### src/rtl/piso_serializer_if.sv
// Handshake/serial-link bundle for piso_serializer: parallel load side plus 1-bit serial output side.
interface piso_serializer_if #(
    parameter int unsigned WIDTH = 4
);
    logic [WIDTH-1:0] din;
    logic             load_valid;
    logic             load_ready;
    logic             sout;
    logic             sout_valid;
    logic             frame_start;
    logic             busy;

    modport master (
        output din, load_valid,
        input  load_ready, sout, sout_valid, frame_start, busy
    );

    modport slave (
        input  din, load_valid,
        output load_ready, sout, sout_valid, frame_start, busy
    );
endinterface

### src/rtl/piso_serializer.sv
// Parallel-in/serial-out transmitter: one WIDTH-bit word per frame, one bit per clk, frame_start on bit 0.
// Optional feature: define PISO_PARITY_EN to append one even-parity bit after the data bits.
module piso_serializer #(
    parameter int unsigned WIDTH     = 4,
    parameter int unsigned MSB_FIRST = 1
) (
    input logic                clk,
    input logic                rst,
    piso_serializer_if.slave   bus
);

    localparam int unsigned CNT_W   = (WIDTH > 1) ? $clog2(WIDTH) : 1;
    localparam int unsigned OUT_IDX = (MSB_FIRST != 0) ? WIDTH - 1 : 0;

`ifdef PISO_PARITY_EN
    typedef enum logic [1:0] {
        ST_IDLE   = 2'd0,
        ST_SHIFT  = 2'd1,
        ST_PARITY = 2'd2
    } state_t;
`else
    typedef enum logic {
        ST_IDLE  = 1'b0,
        ST_SHIFT = 1'b1
    } state_t;
`endif

    state_t           r_state;
    logic [WIDTH-1:0] r_shreg;
    logic [CNT_W-1:0] r_cnt;
    logic             r_sout;
    logic             r_sout_valid;
    logic             r_frame_start;
    logic             r_busy;
`ifdef PISO_PARITY_EN
    logic             r_parity;
    logic             w_parity_nxt;
`endif

    state_t           w_state_nxt;
    logic [WIDTH-1:0] w_shreg_nxt;
    logic [CNT_W-1:0] w_cnt_nxt;
    logic             w_last;
    logic             w_load_ready;
    logic             w_accept;
    logic             w_sout_nxt;

    // Next-state, datapath and load_ready decode; outputs are registered from the next state.
    always_comb begin
        w_state_nxt = r_state;
        w_shreg_nxt = r_shreg;
        w_cnt_nxt   = '0;
        w_sout_nxt  = 1'b0;
        w_last      = (r_state == ST_SHIFT) && (r_cnt == CNT_W'(WIDTH - 1));
`ifdef PISO_PARITY_EN
        w_parity_nxt = r_parity;
        w_load_ready = (r_state == ST_IDLE) || (r_state == ST_PARITY);
`else
        w_load_ready = (r_state == ST_IDLE) || w_last;
`endif
        w_accept = bus.load_valid && w_load_ready;

        case (r_state)
            ST_IDLE: begin
                if (w_accept) w_state_nxt = ST_SHIFT;
            end
            ST_SHIFT: begin
                if (MSB_FIRST != 0) w_shreg_nxt = {r_shreg[WIDTH-2:0], 1'b0};
                else                w_shreg_nxt = {1'b0, r_shreg[WIDTH-1:1]};
                if (!w_last) begin
                    w_cnt_nxt = r_cnt + CNT_W'(1);
                end else begin
`ifdef PISO_PARITY_EN
                    w_state_nxt = ST_PARITY;
`else
                    w_state_nxt = w_accept ? ST_SHIFT : ST_IDLE;
`endif
                end
            end
`ifdef PISO_PARITY_EN
            ST_PARITY: begin
                w_state_nxt = w_accept ? ST_SHIFT : ST_IDLE;
            end
`endif
            default: w_state_nxt = ST_IDLE;
        endcase

        // A new word overrides the shift and restarts the bit count.
        if (w_accept) begin
            w_shreg_nxt = bus.din;
            w_cnt_nxt   = '0;
`ifdef PISO_PARITY_EN
            w_parity_nxt = ^bus.din;
`endif
        end

        case (w_state_nxt)
            ST_SHIFT:  w_sout_nxt = w_shreg_nxt[OUT_IDX];
`ifdef PISO_PARITY_EN
            ST_PARITY: w_sout_nxt = r_parity;
`endif
            default:   w_sout_nxt = 1'b0;
        endcase
    end

    // State and output registers; reset aborts any frame in flight.
    always_ff @(posedge clk or negedge rst) begin
        if (!rst) begin
            r_state       <= ST_IDLE;
            r_shreg       <= '0;
            r_cnt         <= '0;
            r_sout        <= 1'b0;
            r_sout_valid  <= 1'b0;
            r_frame_start <= 1'b0;
            r_busy        <= 1'b0;
`ifdef PISO_PARITY_EN
            r_parity      <= 1'b0;
`endif
        end else begin
            r_state       <= w_state_nxt;
            r_shreg       <= w_shreg_nxt;
            r_cnt         <= w_cnt_nxt;
            r_sout        <= w_sout_nxt;
            r_sout_valid  <= (w_state_nxt != ST_IDLE);
            r_frame_start <= w_accept;
            r_busy        <= (w_state_nxt != ST_IDLE);
`ifdef PISO_PARITY_EN
            r_parity      <= w_parity_nxt;
`endif
        end
    end

    assign bus.load_ready  = w_load_ready;
    assign bus.sout        = r_sout;
    assign bus.sout_valid  = r_sout_valid;
    assign bus.frame_start = r_frame_start;
    assign bus.busy        = r_busy;

endmodule
### src/flat_wrapper.sv
// flat-port wrapper written by rule: the top's interface ports become plain ports
module piso_serializer_flat 
#(
    parameter int unsigned WIDTH     = 4,
    parameter int unsigned MSB_FIRST = 1
)
  (clk, rst, bus_din, bus_load_valid, bus_load_ready, bus_sout, bus_sout_valid, bus_frame_start, bus_busy);
  piso_serializer_if #(.WIDTH(WIDTH)) bus_i ();
  input logic clk;
  input logic rst;
  input wire logic [$bits(bus_i.din)-1:0] bus_din;
  input wire logic [$bits(bus_i.load_valid)-1:0] bus_load_valid;
  output wire logic [$bits(bus_i.load_ready)-1:0] bus_load_ready;
  output wire logic [$bits(bus_i.sout)-1:0] bus_sout;
  output wire logic [$bits(bus_i.sout_valid)-1:0] bus_sout_valid;
  output wire logic [$bits(bus_i.frame_start)-1:0] bus_frame_start;
  output wire logic [$bits(bus_i.busy)-1:0] bus_busy;
  assign bus_i.din = bus_din;
  assign bus_i.load_valid = bus_load_valid;
  assign bus_load_ready = bus_i.load_ready;
  assign bus_sout = bus_i.sout;
  assign bus_sout_valid = bus_i.sout_valid;
  assign bus_frame_start = bus_i.frame_start;
  assign bus_busy = bus_i.busy;
  piso_serializer #(.WIDTH(WIDTH), .MSB_FIRST(MSB_FIRST)) u_core (.clk(clk), .rst(rst), .bus(bus_i));
endmodule
### config.mk
export PLATFORM = sky130hd
export DESIGN_NAME = piso_serializer_flat
export DESIGN_NICKNAME = d
export VERILOG_FILES = /design/src/rtl/piso_serializer_if.sv /design/src/rtl/piso_serializer.sv /design/src/flat_wrapper.sv
export SDC_FILE = /design/constraint.sdc
export NUM_CORES = 1
export LEC_CHECK = 0
export ABC_AREA = 1
export BUFFER_PORTS_ARGS = -buffer_cell sky130_fd_sc_hd__buf_2
export CAP_MARGIN = 5
export CORE_AREA = 2 2 39 41
export DETAILED_ROUTE_END_ITERATION = 10
export DIE_AREA = 0 0 41 43
export SYNTH_ARGS = -nofsm -noshare
export SYNTH_HDL_FRONTEND = slang
export SYNTH_SLANG_ARGS = --single-unit
### constraint.sdc
create_clock -name clk -period 1.5 [get_ports clk]
set_input_delay 0.15 -clock clk [delete_from_list [all_inputs] [get_ports clk]]
set_output_delay 0.15 -clock clk [all_outputs]
set_load 0.01 [all_outputs]
==> results of run 1 <==
[worst max-delay path by stage]
stage	from	endpoint	slack, ns	cells after the start
3_3_place_gp	u_core.r_cnt[0]	u_core.bus.sout	0.39	7
6_report	u_core.r_cnt[0]	bus_load_ready	0.17	4
4_1_cts	u_core.r_cnt[0]	bus_load_ready	0.15	4
5_1_grt	u_core.r_cnt[0]	bus_load_ready	0.11	4
3_5_place_dp	u_core.r_cnt[0]	u_core.bus.sout	0.37	7
2_1_floorplan	u_core.r_cnt[0]	u_core.bus.sout	0.44	7
[worst register-to-register path, cell delays in order (launching register included)]
cell,delay (ns)
dfrtp_1,0.38
ha_1,0.23
inv_4,0.09
nand2_4,0.06
nand2_2,0.10
nand2_2,0.06
nand2_2,0.06
nor2_2,0.03
[cell type report]
class | instances | area (µm²)
Inverter | 8 | 32.5
Fill cell | 158 | 868
Clock buffer | 4 | 26.3
Multi-Input combinational cell | 26 | 146
Timing Repair Buffer | 12 | 65.1
Tap cell | 16 | 20.0
Sequential cell | 9 | 225
[registers in the layout, summed over array words and instances (netlist names)]
signal / count
u_core.bus.frame_start: 1
u_core.r_cnt: 2
u_core.r_state: 1
u_core.bus.sout: 1
u_core.r_shreg: 4
[cell families after synthesis]
| group | Yosys count | share of synthesized area |
|---|---|---|
| AO/OA/AOI/OAI | 2 | 0.0503 |
| adder cells (fa/ha/maj) | 1 | 0.0296 |
| buffers and inverters | 10 | 0.121 |
| flip-flops | 9 | 0.533 |
| AND/OR/NAND/NOR | 23 | 0.266 |
[through the flow]
stage	cell area (µm²)	power (mW)	cells	hold WS, ns
after global routing	515	1.07	75	0.0922
after detailed placement	479	0.794	70	0.0153
after global placement	479	0.776	70	0.00693
after floorplan	423	0.705	45	-0.146
final	515	0.969	75	0.0879
after CTS	515	0.988	75	0.0791
[metal layers]
| metal | share of wire | GRT usage | wire, µm |
|---|---|---|---|
| met4 | 0.019 | 0.0800 | 14 |
| met5 | 0 | 0 | 0 |
| met2 | 0.49 | 0.144 | 359 |
| met1 | 0.45 | 0.116 | 332 |
| met3 | 0.038 | 0.0628 | 28 |
[power by group through the flow]
stage	Clock [mW]	Combinational (mW)	Sequential [mW]
4_1_cts	0.196	0.385	0.407
2_1_floorplan	0	0.311	0.394
3_5_place_dp	0	0.382	0.412
6_report	0.187	0.377	0.404
5_1_grt	0.215	0.438	0.418
3_3_place_gp	0	0.371	0.405
[synthesized netlist by cell type]
master / number / area (µm²)
dfrtp_1: 9 / 225
nor2_2: 1 / 6.26
nand2_4: 1 / 11.3
a21oi_4: 1 / 16.3
ha_1: 1 / 12.5
buf_4: 1 / 7.51
inv_1: 6 / 22.5
nand2_1: 10 / 37.5
inv_2: 1 / 3.75
inv_4: 1 / 6.26
nand3_1: 4 / 20.0
buf_6: 1 / 11.3
nor2_1: 3 / 11.3
nand3b_1: 1 / 7.51
a21oi_1: 1 / 5.00
nand2_2: 3 / 18.8
[repair_timing]
action	CTS	global route
hold buffers	1	0
setup buffers	0	0
gates resized for setup	0	0
endpoints found under the hold margin	9	0
endpoints found under the setup margin	0	0
==> key figures, run 1 <==
Setup path
  – CP max stage delay: between 0.3 and 0.4 ns
  – FF-to-FF End: u_core.bus.sout
  – Worst setup EP type: output port
  – WP data arrival: about 1.2 ns
  – WP data required: roughly 1.4 ns
  – CP Cell Sequence: ha_1 -> inv_4 -> nand2_4 -> buf_2
  – CP Buf/Inv Count: 2
  – Worst reg-to-reg path cell count: 7
  – Maximum fanout along the worst path: 5
  – Critical R2R Launch: u_core.r_cnt[0]
  – Startpoint types: flip-flop
  – Slowest CP cell: dfrtp_1
  – Delay-heaviest family, CP: flip-flops
  – R2R setup slack: around 0.37 ns
  – CP Class: flip-flop to output port

STA
  – Worst rel slew slack: 0.727
  – Final Cycle Share: 0.885
  – Hold Vio Cnt, Final: 0
  – Final setup fails: 0
  – Fmax achieved: about 0.75 GHz
  – Final worst slack: between 0.15 and 0.2 ns
  – RSZ-0062 raised after global routing: no
  – Fin. max-slew vios: 0
  – Setup Skew: between 0.0004 and 0.0005 ns
  – Setup TNS: 0 ns
  – Final min period: 1.33 ns
  – Worst slew pin tran: 0.409 ns

Global routing
  – Gr usage total: 0.106
  – Initial antenna violation count: 0
  – Largest net degree at the start of global routing: 11
  – First-pass GRT wire length: around 1100 µm
  – Vias in the first global route: 277
  – Grt ovf: 0

CTS
  – TritonCTS clock tree: yes
  – Worst-skew pair later-pin latency: around 0.26 ns
  – Clock slew at reported path FFs: ~0.060 ns
  – Sink Count: 9
  – Root buffer cell: clkbuf_4
  – CTS buffer count: 3
  – Clk buf depth: 2
  – H-tree Lvls: 1

Yosys
  – Post-Synthesis Cells: 45
  – Synth Warn #: 0
  – #FFs+latches synth: 9
  – Syn avg cell area: 9.40 µm²
  – Cell Area, Synth: approximately 420 µm²
  – Post-synth net total: 53
  – Register area share after synthesis: 0.533
  – Post-synthesis cell type count: 16

Route
  – Total Wirelength: between 700 and 800 µm
  – Wirelength per Cell: between 9 and 10 µm
  – Via count: ~300
  – Number of vias per cell: 4.08
  – Number of routed nets with antenna violations: 0
  – Initial DRT Pass Iterations: 4
  – DRT iter0 DRCs: 6
  – # DRC: 0

Die
  – Row cnt: 14
  – Ports: 12
  – Die width: about 41 µm
  – Core box area: 1380 µm²
  – Die Footprint: between 1500 and 2000 µm²
  – Initial core utilization: 0.306
  – Die height: around 43 µm

Hold path
  – Hold Path Class: input port to flip-flop
  – Worst Hold Path EP: u_core.r_shreg[0]
  – Hold depth: 3
  – Hold Crit Start: bus_din[0]

Power
  – NetSw: roughly 0.37 mW
  – Pwr dens: 1880 nW/µm²
  – Sw frac: 0.383
  – Combinational share of power: 0.389
  – Static leakage: roughly 0.28 nW
  – Reg power frac: 0.417
  – Int Pwr: 0.598 mW
  – Peak supply drop: 596 µV
  – Clock power share: 0.193

Layout
  – Fin util: 0.373
  – Commonest non-fill, non-tap cell in the layout: buf_2
  – Antenna diode count: 0
  – Area grow syn2layout: 21.9%
  – Fin nets: 68
  – Layout cells sized above 1: 0.373
  – Most frequent cells in the layout: 11 x buf_2, 10 x nand2_1, 9 x dfrtp_1, 6 x inv_1, 4 x nand3_1

Place
  – RD Place Congestion: between 0.7 and 0.8
  – Post-place setup slack: 0.366 ns
  – Post-DP HPWL: between 500 and 600 µm
  – IO Port Bufs: 11

Outcome
  – Status: completed

Flow run
  – Max_cap viols: 0
Note: power is estimated with default switching activity, not from simulation.
==> run 2, diff against run 1 <==
--- a/config.mk
+++ b/config.mk
@@ -11,6 +11,7 @@
 export CORE_AREA = 2 2 39 41
 export DETAILED_ROUTE_END_ITERATION = 10
 export DIE_AREA = 0 0 41 43
+export GPL_TIMING_DRIVEN = 0
 export SYNTH_ARGS = -nofsm -noshare
 export SYNTH_HDL_FRONTEND = slang
 export SYNTH_SLANG_ARGS = --single-unit
==> constraint.sdc (replaced) <==
create_clock -name clk -period 1.1 [get_ports clk]
set_input_delay 0.11 -clock clk [delete_from_list [all_inputs] [get_ports clk]]
set_output_delay 0.11 -clock clk [all_outputs]
set_load 0.01 [all_outputs]
==> run 2 against run 1 <==
The flow now finishes with violations (setup timing). Setup slack worse by 0.23 ns. Via count is 13% higher. Non-clock buffer count up 8. Global-route usage grew 0.90 points. Critical endpoint unchanged.
==> key figures, run 2 (synthesized netlist as in run 1, its figures left out) <==
STA
  – Final worst slack: -0.0557 ns (was 0.172 ns)
  – Hold Vio Cnt, Final: 0 (unchanged)
  – Final Cycle Share: 1.05
  – Final min period: around 1.2 ns
  – Fin. max-slew vios: 0 (unchanged)
  – Setup TNS: -0.0916 ns (was 0 ns)
  – Final setup fails: 4 (was 0)
  – Setup Skew: 0.000757 ns (was 0.000461 ns)
  – Worst slew pin tran: 0.216 ns (was 0.409 ns)
  – Worst rel slew slack: 0.856 (was 0.727)
  – Fmax achieved: approximately 0.87 GHz
  – RSZ-0062 raised after global routing: yes (was no)

Die
  – Core box area: 1380 µm² (unchanged)
  – Die height: 43 µm (unchanged)
  – Row cnt: 14 (unchanged)
  – Initial core utilization: 0.306 (unchanged)
  – Die Footprint: 1760 µm² (unchanged)
  – Die width: 41 µm (unchanged)
  – Ports: 12 (unchanged)

Setup path
  – CP max stage delay: 0.38 ns (about the same)
  – Startpoint types: flip-flop (unchanged)
  – Maximum fanout along the worst path: 3 (was 5)
  – WP data arrival: 1.05 ns (was 1.18 ns)
  – Critical path depth: 4 (unchanged)
  – CP Buf/Inv Count: 2 (unchanged)
  – Slowest CP cell: dfrtp_1 (unchanged)
  – Worst reg-to-reg path cell count: 8 (was 7)
  – CP Cell Sequence: ha_2 -> inv_4 -> nand2_4 -> buf_6 (was ha_1 -> inv_4 -> nand2_4 -> buf_2)
  – WP data required: 0.99 ns (was 1.35 ns)
  – Delay-heaviest family, CP: flip-flops (unchanged)
  – Worst setup EP type: output port (unchanged)
  – CP Class: flip-flop to output port (unchanged)

CTS
  – Worst-skew pair later-pin latency: 0.25 ns (was 0.26 ns)
  – Clock slew at reported path FFs: 0.06 ns (about the same)
  – H-tree Lvls: 1 (unchanged)
  – CTS buffer count: 3 (unchanged)
  – TritonCTS clock tree: yes (unchanged)
  – Clk buf depth: 2 (unchanged)
  – Root buffer cell: clkbuf_4 (unchanged)
  – Sink Count: 9 (unchanged)

Power
  – Pwr dens: 2680 nW/µm² (was 1880 nW/µm²)
  – NetSw: 0.579 mW (was 0.371 mW)
  – Sw frac: 0.356 (was 0.383)
  – Static leakage: 0.334 nW (was 0.282 nW)
  – Reg power frac: 0.320 (was 0.417)
  – Peak supply drop: 1120 µV (was 596 µV)
  – Int Pwr: 1.05 mW (was 0.598 mW)
  – Combinational share of power: 0.530 (was 0.389)
  – Clock power share: 0.150 (was 0.193)

Outcome
  – Status: finished, violations left (was completed)
  – Failing checks: setup timing

Route
  – Number of routed nets with antenna violations: 0 (unchanged)
  – Initial DRT Pass Iterations: 4 (unchanged)
  – Number of vias per cell: 4.17 (was 4.08)
  – Wirelength per Cell: 9.65 µm (was 9.80 µm)
  – Routed wl met2: 423 µm (was 359 µm)
  – Total Wirelength: 801 µm (was 735 µm)
  – # DRC: 0 (unchanged)
  – Wl on met1: 332 µm (unchanged)
  – DRT iter0 DRCs: 7 (was 6)
  – Max Used Layer: met4 (unchanged)
  – Wire length on met3: 24 µm (was 28 µm)
  – Via count: 346 (was 306)

Layout
  – Fin nets: 76 (was 68)
  – Commonest non-fill, non-tap cell in the layout: buf_2 (unchanged)
  – Area grow syn2layout: 43.5% (was 21.9%)
  – Max reg flops: 4 (unchanged)
  – Most frequent cells in the layout: 10 x buf_2, 9 x nand2_1, 9 x dfrtp_1, 6 x buf_4, 5 x inv_1 (was 11 x buf_2, 10 x nand2_1, 9 x dfrtp_1, 6 x inv_1, 4 x nand3_1)
  – Most flops, register: u_core.r_shreg (unchanged)
  – Top flop regs: u_core.r_shreg x4, u_core.r_cnt x2 (unchanged)
  – Antenna diode count: 0 (unchanged)
  – Non-Filler Instances: 83 (was 75)
  – Layout cells sized above 1: 0.522 (was 0.373)
  – Fill count: 145 (was 158)

Flow run
  – Max_cap viols: 0 (unchanged)

Place
  – Dpl cells: 72 (was 70)
  – IO Port Bufs: 11 (unchanged)
  – Post-DP HPWL: 510 µm (was 567 µm)
  – RD Place Congestion: 0.751 (was 0.713)

Global routing
  – Grt ovf: 0 (unchanged)
  – Gr usage total: 0.115 (was 0.106)
  – Vias in the first global route: 314 (was 277)
  – First-pass GRT wire length: 1250 µm (was 1140 µm)
  – Initial antenna violation count: 0 (unchanged)
  – Largest net degree at the start of global routing: 10 (was 11)

Hold path
  – Hold Path Class: input port to flip-flop (unchanged)
  – Hold depth: 3 (unchanged)
run 2: cell type report:
class	count	area, µm²	share of cell area
flip-flops and latches	9	225	0.371
clock buffers	4	26.3	0.0433
multi-input cells	26	164	0.270
repair buffers	18	120	0.198
inverters	8	32.5	0.0536
plain buffers	2	18.8	0.0309
well taps	16	20.0	0.0330
run 2: timing repair:
action                                  4_1_cts  5_1_grt
endpoints found under the setup margin        2        7
resized for setup                             3        5
endpoints found under the hold margin         9        0
pin swaps                                     1        7
hold buffers                                  1        0
buffers inserted                              4        2
run 2: worst min-delay path: stages:
cell and delay [ns]:
buf_2 0.08, nand2_1 0.04, nand2_1 0.05
run 2: per-stage QoR:
step                worst slack (ns)  total power [mW]  area, µm²  hold slack, ns   util
finish                       -0.0557              1.63        607          0.0558  0.439
floorplan                     0.0358             0.961        423          -0.186      -
global placement             0.00508              1.10        498         -0.0318  0.360
detailed placement           0.00486              1.11        498         -0.0273  0.360
CTS                          -0.0562              1.52        578          0.0429  0.418
global route                  -0.106              1.78        607          0.0533  0.439
run 2: final timing paths:
path | from | to | slack (ns)
worst max-delay path | u_core.r_cnt[0] | bus_load_ready | -0.06
worst min-delay path | bus_din[0] | u_core.r_shreg[0] | 0.06
worst max register to register | u_core.r_cnt[0] | u_core.bus.sout | -0.02
worst min register to register | u_core.r_shreg[0] | u_core.r_shreg[0] | 0.48
max in group asynchronous | rst | u_core.r_shreg[0] | 0.69
min in group asynchronous | rst | u_core.r_shreg[3] | 0.23
run 2: power groups by stage:
stage	clock network [mW]	logic, mW	registers [mW]
after floorplan	0	0.424	0.537
after global routing	0.291	0.950	0.535
after CTS	0.262	0.742	0.521
after global placement	0	0.581	0.521
final	0.244	0.861	0.520
after detailed placement	0	0.585	0.527
run 2: metal layers:
metal | track usage | up-vias
li1 | - | 177
met3 | 0.0628 | 2
met1 | 0.112 | 160
met4 | 0.0800 | 0
met5 | 0 | -
met2 | 0.175 | 7
